<file path="src/rtl/arith_pkg.sv">
// arith_pkg: shared types and elaboration-time helpers for the segmented
// adder/subtractor.
//   op_e          - operation select encoding carried on the 'sub' input
//   seg_width()   - bits handled by each pipeline segment
//   params_legal()- WIDTH/STAGES combination check used at elaboration
package arith_pkg;

    typedef enum logic {
        OP_ADD = 1'b0,
        OP_SUB = 1'b1
    } op_e;

    // Guarded so an illegal STAGES = 0 never divides by zero before the
    // legality check gets a chance to report it.
    function automatic int seg_width(input int width, input int stages);
        if (stages < 1) begin
            return width;
        end
        return width / stages;
    endfunction

    function automatic bit params_legal(input int width, input int stages);
        if (stages < 1 || stages > width) begin
            return 1'b0;
        end
        return (width % stages) == 0;
    endfunction

endpackage

</file>
<file path="src/rtl/pipelined_add_sub_if.sv">
// pipelined_add_sub_if: operand and result channels of the pipelined
// adder/subtractor, each with a valid/ready handshake.
//   in_valid/in_ready   - operand channel handshake
//   a, b, c_in, sub     - operands, carry/borrow-in, 0 = add / 1 = subtract
//   out_valid/out_ready - result channel handshake
//   sum, c_out, ovf     - result, raw carry-out, signed overflow
// master: the side that issues operands and consumes results.
// slave : the arithmetic block itself.
interface pipelined_add_sub_if #(
    parameter int WIDTH = 16
);
    logic             in_valid;
    logic             in_ready;
    logic [WIDTH-1:0] a;
    logic [WIDTH-1:0] b;
    logic             c_in;
    logic             sub;
    logic             out_valid;
    logic             out_ready;
    logic [WIDTH-1:0] sum;
    logic             c_out;
    logic             ovf;

    modport master (
        output in_valid, a, b, c_in, sub, out_ready,
        input  in_ready, out_valid, sum, c_out, ovf
    );

    modport slave (
        input  in_valid, a, b, c_in, sub, out_ready,
        output in_ready, out_valid, sum, c_out, ovf
    );
endinterface

</file>
<file path="src/rtl/adder_segment.sv">
// adder_segment: W-bit combinational ripple adder built from per-bit full
// adders; one instance per pipeline stage.
//   a, b   - segment operands (b already inverted for subtraction)
//   c_in   - carry into bit 0
//   sum    - segment result
//   c_out  - carry out of the segment MSB
//   c_msb  - carry into the segment MSB (with c_out gives signed overflow)
module adder_segment #(
    parameter int W = 4
) (
    input  logic [W-1:0] a,
    input  logic [W-1:0] b,
    input  logic         c_in,
    output logic [W-1:0] sum,
    output logic         c_out,
    output logic         c_msb
);
    logic [W:0] carry;

    assign carry[0] = c_in;

    for (genvar i = 0; i < W; i++) begin : g_bit
        assign sum[i]       = a[i] ^ b[i] ^ carry[i];
        assign carry[i + 1] = (a[i] & b[i]) | (carry[i] & (a[i] ^ b[i]));
    end

    assign c_out = carry[W];
    assign c_msb = carry[W - 1];
endmodule

</file>
<file path="src/rtl/pipelined_add_sub.sv">
// pipelined_add_sub: WIDTH-bit add/subtract split into STAGES ripple
// segments, one segment per clock, with a valid/ready handshake on both sides.
//   clk  - rising-edge clock
//   rst  - asynchronous active-high reset
//   bus  - pipelined_add_sub_if.slave (operand and result channels)
// A single global stall (advance) freezes every stage while a result waits
// at the output; bubbles advance like valid slots.
module pipelined_add_sub
    import arith_pkg::*;
#(
    parameter int WIDTH  = 16,
    parameter int STAGES = 4
) (
    input  logic                 clk,
    input  logic                 rst,
    pipelined_add_sub_if.slave   bus
);
    localparam int SEG_W = seg_width(WIDTH, STAGES);

    if (!params_legal(WIDTH, STAGES)) begin : g_param_check
        $error("pipelined_add_sub: WIDTH must be a multiple of STAGES and 1 <= STAGES <= WIDTH");
    end

    op_e  op;
    logic advance;

    // Stage inputs (combinational) and stage registers, indexed by stage.
    // acc holds the not-yet-used A segments in its low bits while finished
    // sum segments are shifted in from the top; after the last stage it is
    // exactly the result. opb holds the remaining (possibly inverted) B bits.
    logic             valid_in [STAGES];
    logic             carry_in [STAGES];
    logic [WIDTH-1:0] acc_in   [STAGES];
    logic [WIDTH-1:0] opb_in   [STAGES];

    logic [SEG_W-1:0] seg_sum  [STAGES];
    logic             seg_cout [STAGES];
    logic             seg_cmsb [STAGES];

    logic             valid_q  [STAGES];
    logic             carry_q  [STAGES];
    logic [WIDTH-1:0] acc_q    [STAGES];
    logic [WIDTH-1:0] opb_q    [STAGES];
    logic             ovf_q;

    assign op      = op_e'(bus.sub);
    assign advance = !bus.out_valid || bus.out_ready;

    for (genvar k = 0; k < STAGES; k++) begin : g_stage
        if (k == 0) begin : g_first
            // Subtraction is a + ~b + ~borrow_in, so the carry-in is c_in ^ sub.
            assign valid_in[k] = bus.in_valid;
            assign acc_in[k]   = bus.a;
            assign opb_in[k]   = (op == OP_SUB) ? ~bus.b : bus.b;
            assign carry_in[k] = bus.c_in ^ bus.sub;
        end else begin : g_next
            assign valid_in[k] = valid_q[k - 1];
            assign acc_in[k]   = acc_q[k - 1];
            assign opb_in[k]   = opb_q[k - 1];
            assign carry_in[k] = carry_q[k - 1];
        end

        adder_segment #(.W(SEG_W)) u_seg (
            .a     (acc_in[k][SEG_W-1:0]),
            .b     (opb_in[k][SEG_W-1:0]),
            .c_in  (carry_in[k]),
            .sum   (seg_sum[k]),
            .c_out (seg_cout[k]),
            .c_msb (seg_cmsb[k])
        );
    end

    // NOTE: sequential state uses non-blocking assignments so every stage
    // samples its predecessor's pre-edge value, regardless of statement order.
    always_ff @(posedge clk or posedge rst) begin
        if (rst) begin
            // NOTE: data registers are reset as well as valid bits, so the
            // output pins read all-zero during and right after reset.
            for (int k = 0; k < STAGES; k++) begin
                valid_q[k] <= 1'b0;
                carry_q[k] <= 1'b0;
                acc_q[k]   <= '0;
                opb_q[k]   <= '0;
            end
            ovf_q <= 1'b0;
        end else if (advance) begin
            for (int k = 0; k < STAGES; k++) begin
                valid_q[k] <= valid_in[k];
                carry_q[k] <= seg_cout[k];
                acc_q[k]   <= (acc_in[k] >> SEG_W) | (WIDTH'(seg_sum[k]) << (WIDTH - SEG_W));
                opb_q[k]   <= opb_in[k] >> SEG_W;
            end
            // Only the last segment contains the word MSB.
            ovf_q <= seg_cmsb[STAGES-1] ^ seg_cout[STAGES-1];
        end
    end

    assign bus.in_ready  = advance;
    assign bus.out_valid = valid_q[STAGES-1];
    assign bus.sum       = acc_q[STAGES-1];
    assign bus.c_out     = carry_q[STAGES-1];
    assign bus.ovf       = ovf_q;
endmodule

</file>
<file path="src/flat_wrapper.sv">
// flat-port wrapper written by rule: the top's interface ports become plain ports
module pipelined_add_sub_flat import arith_pkg::*;
#(
    parameter int WIDTH  = 16,
    parameter int STAGES = 4
)
  (clk, rst, bus_in_valid, bus_a, bus_b, bus_c_in, bus_sub, bus_out_ready, bus_in_ready, bus_out_valid, bus_sum, bus_c_out, bus_ovf);
  pipelined_add_sub_if #(.WIDTH(WIDTH)) bus_i ();
  input  logic clk;
  input  logic rst;
  input wire logic [$bits(bus_i.in_valid)-1:0] bus_in_valid;
  input wire logic [$bits(bus_i.a)-1:0] bus_a;
  input wire logic [$bits(bus_i.b)-1:0] bus_b;
  input wire logic [$bits(bus_i.c_in)-1:0] bus_c_in;
  input wire logic [$bits(bus_i.sub)-1:0] bus_sub;
  input wire logic [$bits(bus_i.out_ready)-1:0] bus_out_ready;
  output wire logic [$bits(bus_i.in_ready)-1:0] bus_in_ready;
  output wire logic [$bits(bus_i.out_valid)-1:0] bus_out_valid;
  output wire logic [$bits(bus_i.sum)-1:0] bus_sum;
  output wire logic [$bits(bus_i.c_out)-1:0] bus_c_out;
  output wire logic [$bits(bus_i.ovf)-1:0] bus_ovf;
  assign bus_i.in_valid = bus_in_valid;
  assign bus_i.a = bus_a;
  assign bus_i.b = bus_b;
  assign bus_i.c_in = bus_c_in;
  assign bus_i.sub = bus_sub;
  assign bus_i.out_ready = bus_out_ready;
  assign bus_in_ready = bus_i.in_ready;
  assign bus_out_valid = bus_i.out_valid;
  assign bus_sum = bus_i.sum;
  assign bus_c_out = bus_i.c_out;
  assign bus_ovf = bus_i.ovf;
  pipelined_add_sub #(.WIDTH(WIDTH), .STAGES(STAGES)) u_core (.clk(clk), .rst(rst), .bus(bus_i));
endmodule
</file>
<file path="config.mk">
export PLATFORM = sky130hd
export DESIGN_NAME = pipelined_add_sub_flat
export DESIGN_NICKNAME = d
export VERILOG_FILES = /design/src/rtl/arith_pkg.sv /design/src/rtl/pipelined_add_sub_if.sv /design/src/rtl/adder_segment.sv /design/src/rtl/pipelined_add_sub.sv /design/src/flat_wrapper.sv
export SDC_FILE = /design/constraint.sdc
export NUM_CORES = 1
export LEC_CHECK = 0
export CORE_ASPECT_RATIO = 1.2
export CORE_MARGIN = 3
export CORE_UTILIZATION = 30
export CTS_CLUSTER_DIAMETER = 200
export DETAILED_ROUTE_END_ITERATION = 10
export GPL_ROUTABILITY_DRIVEN = 1
export SLEW_MARGIN = 5
export SYNTH_ARGS = -nofsm -noshare
export SYNTH_HDL_FRONTEND = slang
export SYNTH_SLANG_ARGS = --single-unit
</file>
<file path="constraint.sdc">
create_clock -name clk -period 5.1 [get_ports clk]
set_input_delay 1.275 -clock clk [delete_from_list [all_inputs] [get_ports clk]]
set_output_delay 1.275 -clock clk [all_outputs]
set_load 0.02 [all_outputs]
</file>
======== Word level (Yosys, flattened, before mapping) ========
Cells that the tools add are included.
word-level totals
  logic and storage cells ................. 106
  input port bits ......................... 38
  flip-flop bits (word level) ............. 97
cells by class
  reductions and logical operators ........ 2
  mux-type cells .......................... 1
  bitwise logic cells ..................... 87
operators with widths
  cell                                            number
  12-bit by 16-bit bitwise OR with 16-bit output  4
  1-bit XOR                                       34
  1-bit AND                                       32
  16-bit 2-to-1 mux                               1
  16-bit inverter                                 1
  1-bit bitwise OR                                16
  1-bit logical NOT                               1
  1-bit logical OR                                1

======== Longest topological paths before layout ========
Gate-level depths: netlist (run 1).
  depth in word-level cells ............... 11
  gate-level depth with buffers ........... 10

======== Cells and area by module ========
Synthesis (run 1) repeated with hierarchy kept, for this count alone.
unflattened totals
  cell total of the unflattened synthesis .. 275
  area, all modules ....................... 4290.4 um^2
modules (own cells, without submodules)
  module             cells each  area each (um^2)  seq. area each (um^2)  instances
  pipelined_add_sub  227         3849.9            2427.3                 1
  adder_segment      12          110.1             0.0                    4

======== Least setup slack after synthesis (run 1) ========
OpenSTA, ideal clock, no wires.
  kind .................................... in2reg
  from .................................... in bus_sub
  to ...................................... reg u_core.acc_q, in the netlist u_core.acc_in[47]
  cell stages on the path ................. 10
  arrival time ............................ 3.491 ns
  slack ................................... 1.484 ns
  path buffers ............................ 2
  cell sequence ........................... buf_2 -> buf_4 -> xor2_1 -> fa_1 -> fa_1 -> inv_1 -> fa_1 -> inv_1 -> fa_1 -> mux2_2
on the way
  longest elaborated chain between the ends .. 10
RTL lines
  element                                             RTL line                 text
  start, declared                                     flat_wrapper.sv:15       input wire logic [$bits(bus_i.sub)-1:0] bus_sub;
  16-bit 2-to-1 mux                                   pipelined_add_sub.sv:54  assign opb_in[k] = (op == OP_SUB) ? ~bus.b : bus.b;
  1-bit XOR                                           adder_segment.sv:24      assign carry[i + 1] = (a[i] & b[i]) | (carry[i] & (a[i] ^ b[i]));
  1-bit AND                                           adder_segment.sv:24
  1-bit bitwise OR                                    adder_segment.sv:24
  1-bit AND                                           adder_segment.sv:24
  1-bit bitwise OR                                    adder_segment.sv:24
  1-bit AND                                           adder_segment.sv:24
  1-bit bitwise OR                                    adder_segment.sv:24
  1-bit XOR (*)                                       adder_segment.sv:23      assign sum[i] = a[i] ^ b[i] ^ carry[i];
  net u_core.g_stage[0].u_seg.sum[3]                  adder_segment.sv:14      output logic [W-1:0] sum,
  12-bit by 16-bit bitwise OR with 16-bit output (*)  pipelined_add_sub.sv:90  acc_q[k] <= (acc_in[k] >> SEG_W) | (WIDTH'(seg_sum[k]) << (WIDTH - SEG_W));
  end signal, assigned by index                       pipelined_add_sub.sv:90
  end, declared                                       pipelined_add_sub.sv:42  logic [WIDTH-1:0] acc_q [STAGES];
The timed path passes the listed nets; every way through them passes the cells marked *.
A chain may end at the register's enable or synchronous reset.

======== Worst setup path in the final report (run 1) ========
  from .................................... in bus_out_ready
  to ...................................... out bus_in_ready
on the way
  longest elaborated chain between the ends .. 1
RTL lines
  element           RTL line                 text
  start, declared   flat_wrapper.sv:16       input wire logic [$bits(bus_i.out_ready)-1:0] bus_out_ready;
  1-bit logical OR  pipelined_add_sub.sv:47  assign advance = !bus.out_valid || bus.out_ready;
  end, declared     flat_wrapper.sv:17       output wire logic [$bits(bus_i.in_ready)-1:0] bus_in_ready;
No other way between the ends.

==> summary.md, run 1 <==
| Metric | Value |
|---|---|
| DIE WIDTH | `roughly 110 um` |
| Gates resized, CTS repair | `0` |
| Slew @ Worst Pin | `slightly below 1 ns` |
| Synth Area in Compound Gates | `1.180%` |
| Max_cap viols | `0` |
| First-pass GRT wire length | `12610 um` |
| Cts hold-fix bufs | `0` |
| Largest net degree at the start of global routing | `between 80 and 90` |
| Vias in the first global route | `roughly 2500` |
| Sink Count | `97` |
| Vias | `2244` |
| Drt first pass iters | `4` |
| Pwr/cell area | `587.6 nW/um2` |
| Yosys top cell by area | `dfrtp_1` |
| Worst hold path class | `reg2reg` |
| Leading cell type in the layout, fill and taps excluded | `dfrtp_1` |
| Die H | `136.3 um` |
| Post-synthesis simple-gate area fraction | `2.242%` |
| Clock root buffer | `clkbuf_16` |
| Hpwl dp | `5146 um` |
| Outcome | `completed` |
| Total global-route track usage | `between 10% and 20%` |
| CP Class | `in2out` |
| Final core occ | `38.81%` |
| Clock buffer count from CTS | `9` |
| H-tree levels | `3` |
| Port bufs | `between 50 and 60` |
| Setup WS post-layout | `~1.2 ns` |
| CP max FO | `11` |
| Largest family of logic cells by synthesized area | `multiplexers` |
| RePlAce Congestion | `0.7207` |
| Placement-stage cell area | `4969 um2` |
| DRT antenna net count | `0` |
| Commonest cells after routing, fill and taps aside | `dfrtp_1 (97), mux2_2 (74), clkdlybuf4s50_1 (57)` |
| Netlist cell types | `16` |
| Layout cells sized above 1 | `31.29%` |
| Synth Area in Adders | `7.552%` |
| Final Skew | `0.005678 ns` |
| Pre-CTS setup slack | `1.099 ns` |
| Clock Path Buffers | `2` |
| P_leak | `2.258 nW` |
| Layout filler cell count | `roughly 1200` |
| Critical Path Sink Type | `output port` |
| Top cells by area, synth | `dfrtp_1 (57%), mux2_2 (20%), fa_1 (7.6%)` |
| Crit path launch type | `primary input` |
| Synth Area in XOR/XNOR | `under 10%` |
| CP Data Required Time | `3.83 ns` |
| Setup violators final | `0` |
| P&R area growth vs syn | `23.75%` |
| Final Hold Fails | `0` |
| Critical-path top delay cell | `clkdlybuf4s50_1` |
| Seq cells post-synth | `97` |
| RSZ-0062 raised after global routing | `false` |
| Ports | `a little under 60` |
| Later-pin clock latency in the skew report | `0.35 ns` |
| CP max stage delay | `0.61 ns` |
| Initial Util | `31.36%` |
| Nets | `391` |
| Vias per inst | `4.400` |
| Cell row count | `46` |
| Max-slew headroom | `33.86%` |
| Max Clk Rate | `about 250 MHz` |
| Max VDD drop | `174.5 uV` |
| Ys Warns | `0` |
| Post-Syn Area | `about 4200 um2` |
| Setup TNS | `0 ns` |
| CP dominant cell by count | `clkdlybuf4s50_1` |
| Final Cycle Share | `between 70% and 80%` |
| WL final | `around 7400 um` |
| Worst endpoint data arrival time | `approximately 2.7 ns` |
| Setup Buffers After CTS | `0` |
| Post-Syn Nets | `333` |
| TritonCTS clock tree | `done` |
| WL/cell | `14.57 um` |
| Core Footprint | `13530 um2` |
| Post-synthesis sequential area ratio | `57.23%` |
| Residual DRC | `0` |
| Final min period | `3.947 ns` |
| Initial antenna violation count | `1` |
| Synth Area per Inst | `15.20 um2` |
| Gate Count Post-Synth | `279` |
| Crit-path cells | `clkdlybuf4s50_1 > buf_4 > nand2b_4 > clkdlybuf4s50_1` |
| DIE AREA | `between 15000 and 20000 um2` |
| Iter 0 DRT Violations | `70` |
| Worst-path clk slew | `0.07 ns` |
| Final instance area | `5249 um2` |
| Mux contribution to synthesized area | `a little under a quarter` |
| Max Slew Vio Count | `0` |
| Grt total ovfl | `0` |
| Top-area cell type share of the netlist area | `57.23%` |
| Total Power | `3.084 mW` |
| Ant. Diodes | `0` |
-- stage by stage --
stage | hold WS, ns | cells
after floorplan | 0.4305 | 279
after global placement | 0.4423 | 494
after detailed placement | 0.4591 | 494
after CTS | 0.4750 | 510
after global routing | 0.4970 | 510
final | 0.4711 | 510
-- synth_stat cells --
| library cell | n |
|---|---|
| a21oi_1 | 10 |
| buf_2 | 9 |
| buf_4 | 1 |
| buf_6 | 3 |
| clkbuf_1 | 2 |
| dfrtp_1 | 97 |
| fa_1 | 16 |
| inv_1 | 25 |
| mux2_2 | 74 |
| mux2_4 | 10 |
| mux2i_1 | 2 |
| nand2b_1 | 1 |
| nand2b_4 | 1 |
| nor3b_1 | 10 |
| xnor2_1 | 4 |
| xor2_1 | 14 |
-- layer usage --
layer	track usage, %	up-vias	routed length, um
met1	12.74	1144	3192
li1	-	1041	-
met3	2.627	20	305
met5	0	-	13
met2	16.57	37	3636
met4	7.195	2	282
-- area by class of cell --
| cell class | count | area, um2 | share of cell area [%] |
|---|---|---|---|
| clock buffer | 9 | 225.2 | 4.291 |
| clock inverter | 7 | 55.05 | 1.049 |
| inverter | 25 | 96.34 | 1.836 |
| multi-input combinational | 142 | 1627 | 30.99 |
| sequential | 97 | 2427 | 46.25 |
| tap | 168 | 210.2 | 4.005 |
| timing repair buffer | 62 | 608.1 | 11.59 |
-- sequential cells by signal, summed over array words and instances, names as in the netlist --
signal	cells
u_core.carry_in	3
u_core.opb_in	24
u_core.bus.sum	16
u_core.acc_in	48
u_core.bus.out_valid	1
u_core.valid_in	3
u_core.bus.ovf	1
u_core.bus.c_out	1
-- worst paths after layout --
| kind | startpoint | to | slack, ns | cells after the start |
|---|---|---|---|---|
| hold / removal | u_core.valid_in[0] | u_core.bus.out_valid | 0.47 | 1 |
| min in group asynchronous | rst | u_core.acc_in[24] | 1.51 | 2 |
| setup reg to reg | u_core.bus.out_valid | u_core.acc_in[4] | 2.71 | 4 |
| setup / recovery | bus_out_ready | bus_in_ready | 1.15 | 4 |
| hold reg to reg | u_core.valid_in[0] | u_core.bus.out_valid | 0.47 | 1 |
| max in group asynchronous | rst | u_core.acc_in[17] | 2.75 | 3 |
-- cell families (layout without fill, tap and decap cells) --
family                   Yosys count  after routing
buffers and inverters             40            103
XOR/XNOR                          18             18
AO/OA/AOI/OAI                     10             10
multiplexers                      86             86
adder cells (fa/ha/maj)           16             16
AND/OR/NAND/NOR                   12             12
flip-flops                        97             97
-- power by group --
group	internal (mW)	switching, mW
Sequential	1.12	0.197
Clock	0.334	0.295
Combinational	0.662	0.477
-- critical path: cells and delay by family --
family,cells,cell delay [ns]
buf+inv,3,1.24
simple gates,1,0.15
Note: power is estimated with default switching activity, not from simulation.
==> run 2, diff against run 1 <==
- clock period: 5.1 -> 3.3 ns (I/O delays scaled with it)
==> summary.md, run 2 (synthesized netlist as in run 1, its figures left out) <==
| Metric | Value |
|---|---|
| Setup violators final | `0` |
| Max VDD drop | `~320 uV` |
| Max Clk Rate | `319.8 MHz` |
| Worst hold path class | `reg2reg` |
| WL final | `7413 um` |
| DIE WIDTH | `114.5 um` |
| TritonCTS clock tree | `done` |
| Die H | `136.3 um` |
| Max reg flops | `48` |
| First-pass GRT wire length | `between 10000 and 15000 um` |
| H-tree levels | `3` |
| Grt total ovfl | `0` |
| Setup WS post-layout | `0.1728 ns` |
| Max_cap viols | `0` |
| Layout cells sized above 1 | `a little under a third` |
| Initial antenna violation count | `1` |
| Pre-CTS setup slack | `-0.2086 ns` |
| Iter 0 DRT Violations | `87` |
| Clock root buffer | `clkbuf_16` |
| Leading cell type in the layout, fill and taps excluded | `dfrtp_1` |
| Worst-path clk slew | `0.06 ns` |
| Gates resized, CTS repair | `0` |
| CP Class | `in2reg` |
| Ant. Diodes | `0` |
| DIE AREA | `15610 um2` |
| Cell count of the worst hold path | `1` |
| Crit path launch | `bus_sub` |
| Max-slew headroom | `63.16%` |
| Cell row count | `46` |
| Later-pin clock latency in the skew report | `~0.34 ns` |
| Commonest cells after routing, fill and taps aside | `dfrtp_1 (97), mux2_2 (74), clkdlybuf4s50_1 (57)` |
| RSZ-0062 raised after global routing | `false` |
| Worst endpoint data arrival time | `between 3 and 4 ns` |
| Cts hold-fix bufs | `0` |
| Worst Hold Launch | `u_core.valid_in[0]` |
| Slew @ Worst Pin | `0.5525 ns` |
| Setup Buffers After CTS | `0` |
| Vias in the first global route | `2320` |
| Clock buffer count from CTS | `9` |
| Final Skew | `between 0.002 and 0.003 ns` |
| Ports | `between 50 and 60` |
| Max Slew Vio Count | `0` |
| CP Data Required Time | `between 3 and 4 ns` |
| RePlAce Congestion | `0.6908` |
| P_leak | `approximately 2.3 nW` |
| Setup TNS | `0 ns` |
| Total global-route track usage | `10.58%` |
| DRT antenna net count | `0` |
| Crit path launch type | `primary input` |
| Drt first pass iters | `4` |
| Initial Util | `31.36%` |
| P&R area growth vs syn | `25.28%` |
| R2R cell count | `9` |
| Pwr/cell area | `roughly 900 nW/um2` |
| Final instance area | `5314 um2` |
| R2R setup slack | `0.90 ns` |
| Nets | `392` |
| Core Footprint | `approximately 14000 um2` |
| Placement-stage cell area | `5002 um2` |
| Sink Count | `between 90 and 100` |
| WHS Endpoint | `u_core.bus.out_valid` |
| Vias per inst | `4.339` |
| R2R Path End | `u_core.bus.ovf` |
| Residual DRC | `0` |
| Final min period | `approximately 3.1 ns` |
| WL/cell | `14.51 um` |
| Port bufs | `57` |
| Hpwl dp | `4917 um` |
| Critical Path Sink Type | `flip-flop` |
| Largest net degree at the start of global routing | `98` |
| Final Cycle Share | `94.76%` |
| Vias | `approximately 2200` |
| CP max FO | `3` |
| Final Hold Fails | `0` |
| RR Startpoint | `u_core.acc_in[0]` |
| Outcome | `completed` |
| Clock Path Buffers | `2` |
==> run 2: critical path, stage by stage <==
cell and delay [ns]:
clkdlybuf4s50_1 0.40, buf_4 0.17, xor2_1 0.18, fa_1 0.41, fa_1 0.37, inv_1 0.08
fa_1 0.17, inv_1 0.05, fa_1 0.43, mux2_2 0.27
==> run 2: report_power, final <==
part | leakage [nW] | switching [mW] | total (mW) | internal, mW
Sequential | 1.12 | 0.299 | 2.03 | 1.73
Clock | 0.152 | 0.439 | 1.10 | 0.660
Combinational | 1.01 | 0.729 | 1.76 | 1.03
==> run 2: layout make-up <==
class	instances	area, um2
Timing Repair Buffer	63	640.6
Fill cell	1265	8212
Multi-Input combinational cell	142	1627
Inverter	25	97.59
Clock buffer	10	229.0
Clock inverter	6	82.58
Sequential cell	97	2427
Tap cell	168	210.2
==> run 2: worst max path at each step <==
stage | endpoint | cells after the start
2_1_floorplan | u_core.acc_in[47] | 10
3_3_place_gp | u_core.acc_in[47] | 10
3_5_place_dp | u_core.acc_in[47] | 10
4_1_cts | u_core.acc_in[47] | 10
5_1_grt | u_core.acc_in[47] | 10
6_report | u_core.acc_in[47] | 10
==> run 2: metrics by stage <==
stage	utilization (%)	cells	hold slack, ns	total power [mW]
after detailed placement	36.98	495	0.4463	3.870
after floorplan	-	279	0.4305	3.289
after CTS	39.29	511	0.4643	4.984
final	39.29	511	0.4618	4.889
after global placement	36.98	495	0.4411	3.793
after global routing	39.29	511	0.4839	5.266
==> run 2: metal layers <==
layer	vias to the layer above	global-route usage, %	part of all wire, %
li1	1035	-	-
met1	1139	13.32	43
met2	32	16.34	50
met3	9	3.695	4.6
met4	2	4.752	1.7
met5	-	0	0.18
==> run 3, diff against run 2 <==
- ABC_CLOCK_PERIOD_IN_PS: default -> 3300
==> results of run 3 <==
Final layout, timing and power as in run 2 (identical DEF).
